### src/rtl/pattern_decoder_ctrl.sv
// Sequencing controller for the serial pattern decoder: clears it, streams the
// pattern in over valid/ready, flushes stale signal history, then counts matches.
module pattern_decoder_ctrl #(
    parameter int N     = 1024,
    parameter int CNT_W = 16,
    parameter int LEN_W = 11
) (
    input  logic             clk,
    input  logic             clr,
    input  logic             start_prgm,
    input  logic             prgm_bit,
    input  logic             prgm_valid,
    output logic             prgm_ready,
    input  logic             arm,
    input  logic             disarm,
    output logic             dec_clr,
    output logic             dec_enable,
    output logic             dec_prgm,
    input  logic             dec_out,
    output logic             match_pulse,
    output logic [CNT_W-1:0] match_count,
    output logic [2:0]       state
);

    typedef enum logic [2:0] {
        IDLE    = 3'd0,
        CLEAR   = 3'd1,
        PROGRAM = 3'd2,
        READY   = 3'd3,
        FILL    = 3'd4,
        DETECT  = 3'd5
    } state_t;

    localparam logic [LEN_W-1:0] LAST = LEN_W'(N - 1);

    state_t           cur;
    logic [LEN_W-1:0] bit_cnt;
    logic [LEN_W-1:0] fill_cnt;
    logic             transfer;

    assign prgm_ready = (cur == PROGRAM);
    assign transfer   = prgm_valid & prgm_ready;
    assign dec_enable = transfer;
    assign dec_prgm   = transfer & prgm_bit;
    // clr reaches the decoder in the same cycle so an abort never leaves a partial pattern
    assign dec_clr    = clr | (cur == CLEAR);
    assign state      = cur;

    always_ff @(posedge clk) begin
        if (clr) begin
            cur         <= IDLE;
            bit_cnt     <= '0;
            fill_cnt    <= '0;
            match_count <= '0;
            match_pulse <= 1'b0;
        end else begin
            match_pulse <= 1'b0;
            case (cur)
                IDLE: if (start_prgm) cur <= CLEAR;
                CLEAR: begin
                    cur     <= PROGRAM;
                    bit_cnt <= '0;
                end
                PROGRAM: if (transfer) begin
                    bit_cnt <= bit_cnt + 1'b1;
                    if (bit_cnt == LAST) cur <= READY;
                end
                READY: begin
                    if (start_prgm) begin
                        cur <= CLEAR;
                    end else if (arm) begin
                        cur         <= FILL;
                        fill_cnt    <= '0;
                        match_count <= '0;
                    end
                end
                FILL, DETECT: begin
                    // FILL ignores dec_out until the signal register holds only post-arm bits
                    if (cur == FILL) begin
                        fill_cnt <= fill_cnt + 1'b1;
                        if (fill_cnt == LAST) cur <= DETECT;
                    end else if (dec_out) begin
                        match_pulse <= 1'b1;
                        if (match_count != '1) match_count <= match_count + 1'b1;
                    end
                    if (start_prgm)  cur <= CLEAR;
                    else if (disarm) cur <= READY;
                end
                default: cur <= IDLE;
            endcase
        end
    end

endmodule

### config.mk
export PLATFORM = sky130hd
export DESIGN_NAME = pattern_decoder_ctrl
export DESIGN_NICKNAME = d
export VERILOG_FILES = /design/src/rtl/pattern_decoder_ctrl.sv
export SDC_FILE = /design/constraint.sdc
export NUM_CORES = 1
export LEC_CHECK = 0
export ABC_AREA = 0
export ABC_CLOCK_PERIOD_IN_PS = 2450
export CORE_UTILIZATION = 55
export DETAILED_ROUTE_END_ITERATION = 8
export PLACE_DENSITY = 0.77
export SYNTH_ARGS = -nofsm -noshare
export SYNTH_HDL_FRONTEND = slang
export SYNTH_SLANG_ARGS = --single-unit
export TNS_END_PERCENT = 100
### constraint.sdc
create_clock -name clk -period 2.45 [get_ports clk]
set_clock_uncertainty 0.1 [all_clocks]
set_input_delay 0.735 -clock clk [delete_from_list [all_inputs] [get_ports clk]]
set_output_delay 0.735 -clock clk [all_outputs]
set_load 0.03 [all_outputs]
==> results.ini <==
[clocking]
cts-root-buf=clkbuf_8
numClockSinks=42
path_clk_slew_ns=0.08
insertion_delay_ns=0.29
ctsHtreeMaxLevel=2
cts_made_buffers=5
cts_setup_buffers=0
cts_hold_buf=0
clock_path_buffers=2
cts_tree=yes

[global_routing]
grt_pass1_vias=1906
grtUsageMet3_pct=4.73
grt_max_degree=21
antenna_found_initial=0
track_usage_pct=26.3
use_met1_pct=34.7
use_met2_pct=42.0
grt_pass1_wl_mm=8.98
overflow=0
busiest_layer=met2

[synth]
synth_nets=288
synth_edf_count=0
yosysWarnings=0
synth-main-ff-cell=dfxtp_1
synthAdderAreaFrac_pct=1.59
synth.avg_cell_area_um2=8.52
async_flop_share_pct=0
synth-simple-area-share_pct=29.9
synth_top_family_by_area=simple AND/OR/NAND/NOR gates
synth.mux.area_fraction_pct=1.27
synth_xor_area_share_pct=1.85
synth_area_mm2=0.00236
yosysSeqAreaShare_pct=35.6
netlist.area_leader.share_pct=35.6
synth_commonest_cells=dfxtp_1 (42), a21oi_1 (23), nand2_1 (17), nor2_1 (17), nand3_1 (15)
yosysMostFrequentCell=dfxtp_1
synth_compound_area_share_pct=25.4
synth_cells=277
synth_cell_types=54
synth_top_area_cell=dfxtp_1
synth-seq-cells=42
ys_top_cells_by_area=dfxtp_1 (36%), a21oi_1 (4.9%), o211ai_1 (3.5%)

[timing]
setup_viol=0
finalHoldViolations=0
clock.fmax_ghz=0.415
fin_crit_sh_pct=98.4
final.min_clock_period_ns=2.41
worst_slack_ns=0.0383
slew_headroom_pct=50.4
slew_violations=0
worstMarginPinSlew_ns=0.744
rsz0062_at_grt=no
fin_hold_ws_ns=0.376

[place]
dp_cells=367
post-place-ws_ns=-0.242
gp_congestion=0.873
dpl_cell_area_mm2=0.00283
hpwl_mm=4.10
portBuffers=31

[finish]
final_cells=374
fin_nets=335
fill_cells=330
multiInputGateArea_mm2=0.00143
final_area_mm2=0.00291
seqCellArea_um2=841
fin_util_pct=71.7
diodes=0
drive_gt1_share_pct=14.5
area_delta_synth_final_pct=23.2

[outcome]
outcome=finished clean

[power]
power_per_cell_area_mw_per_mm2=471
irDropWorstVdd_uv=257
p_leak_uw=0.00102

[floorplanning]
die_height_um=67.5
core_area_mm2=0.00406
io_pins=32
die_area_mm2=0.00456
rows=23
start_util_pct=58.2
die_x_um=67.5

[routing]
drtIter0Drc=224
wl_per_cell_um=15.5
via_count=2373
ant_nets=0
drt_first_pass_iters=5
viasPerCell=6.34
drt-total-wl_mm=5.81
drc_errors=0

[worst_setup_path]
critPathKind=primary input to primary output
crit_fanout=2
arrival_ns=1.58
worstSetupStartpointType=primary input
required_ns=1.62
cp-end-kind=primary output

[flow_run]
drv_cap=0

[hold_path]
hold_class=flip-flop to flip-flop

[cells by family after synthesis]
logic type      Yosys count
compound gates           86
xor+xnor                  5
fa+ha+maj                 3
buf+inv                  22
flops                    42
mux                       3
simple gates            116
[sequential cells by signal, summed over array words and instances (netlist names)]
| signal | flops |
|---|---|
| fill_cnt | 11 |
| state | 3 |
| bit_cnt | 11 |
| match_pulse | 1 |
| match_count | 16 |
[worst max-delay path: stages]
cell and delay (ns):
clkdlybuf4s50_1 0.50, inv_1 0.08, o31ai_4 0.08, buf_6 0.18
[layout make-up]
cell class	instances	area share (%)
Tap cell	50	2.15
Inverter	11	1.42
Timing Repair Buffer	51	15.7
Multi-Input combinational cell	213	49.2
Clock buffer	7	2.62
Sequential cell	42	28.9
[path summary, 6_finish.rpt]
path	start	slack, ns	endpoint	cells after the start
worst min register to register	bit_cnt[10]$_SDFFE_PP0P_	0.38	bit_cnt[10]$_SDFFE_PP0P_	2
worst max register to register	match_count[1]$_SDFFE_PP0P_	0.34	match_count[12]$_SDFFE_PP0P_	5
worst min-delay path	bit_cnt[10]$_SDFFE_PP0P_	0.38	bit_cnt[10]$_SDFFE_PP0P_	2
worst max-delay path	clr	0.04	dec_clr	4
[what timing repair did]
item                       4_1_cts  5_1_grt
cloned                           0        0
resized for setup                1        2
hold endpoints to repair         0        0
pin swaps                        0        1
setup endpoints to repair        2        4
[cell usage in the layout (no fill, tap or decap), drive strengths merged, types with 2 or more instances in the layout]
master / instances
nand2: 17
nor3: 5
inv: 11
mux2i: 3
o311ai: 2
and2: 3
a2111oi: 3
nand3: 16
a21oi: 23
xnor2: 5
a31oi: 12
a221oi: 2
nor4: 5
or3: 8
a31o: 3
a211oi: 4
or4: 9
o31ai: 5
and3: 6
a21o: 2
nand2b: 8
nor2: 17
buf: 24
nand4: 14
ha: 3
nand3b: 2
clkbuf: 7
o21ai: 11
o211ai: 11
dfxtp: 42
clkdlybuf4s50: 25
[power by group]
group          switching, uW  total (uW)  internal (uW)
Clock                    224         420            196
Combinational            140         245            105
Sequential              12.4         703            691
Total                    376        1370            993
[per-layer routing]
layer  vias up  wire length, um
li1       1175                -
met5         -                0
met3        15              247
met1      1118             2670
met2        65             2800
met4         0               89
[per-stage QoR]
step / total power [uW] / TNS (ns)
after floorplan: 877 / -0.0154
after global placement: 960 / -1.60
after detailed placement: 963 / -2.11
after CTS: 1380 / 0
after global routing: 1430 / 0
final: 1370 / 0
No activity file was read; power rests on OpenSTA's default activity.
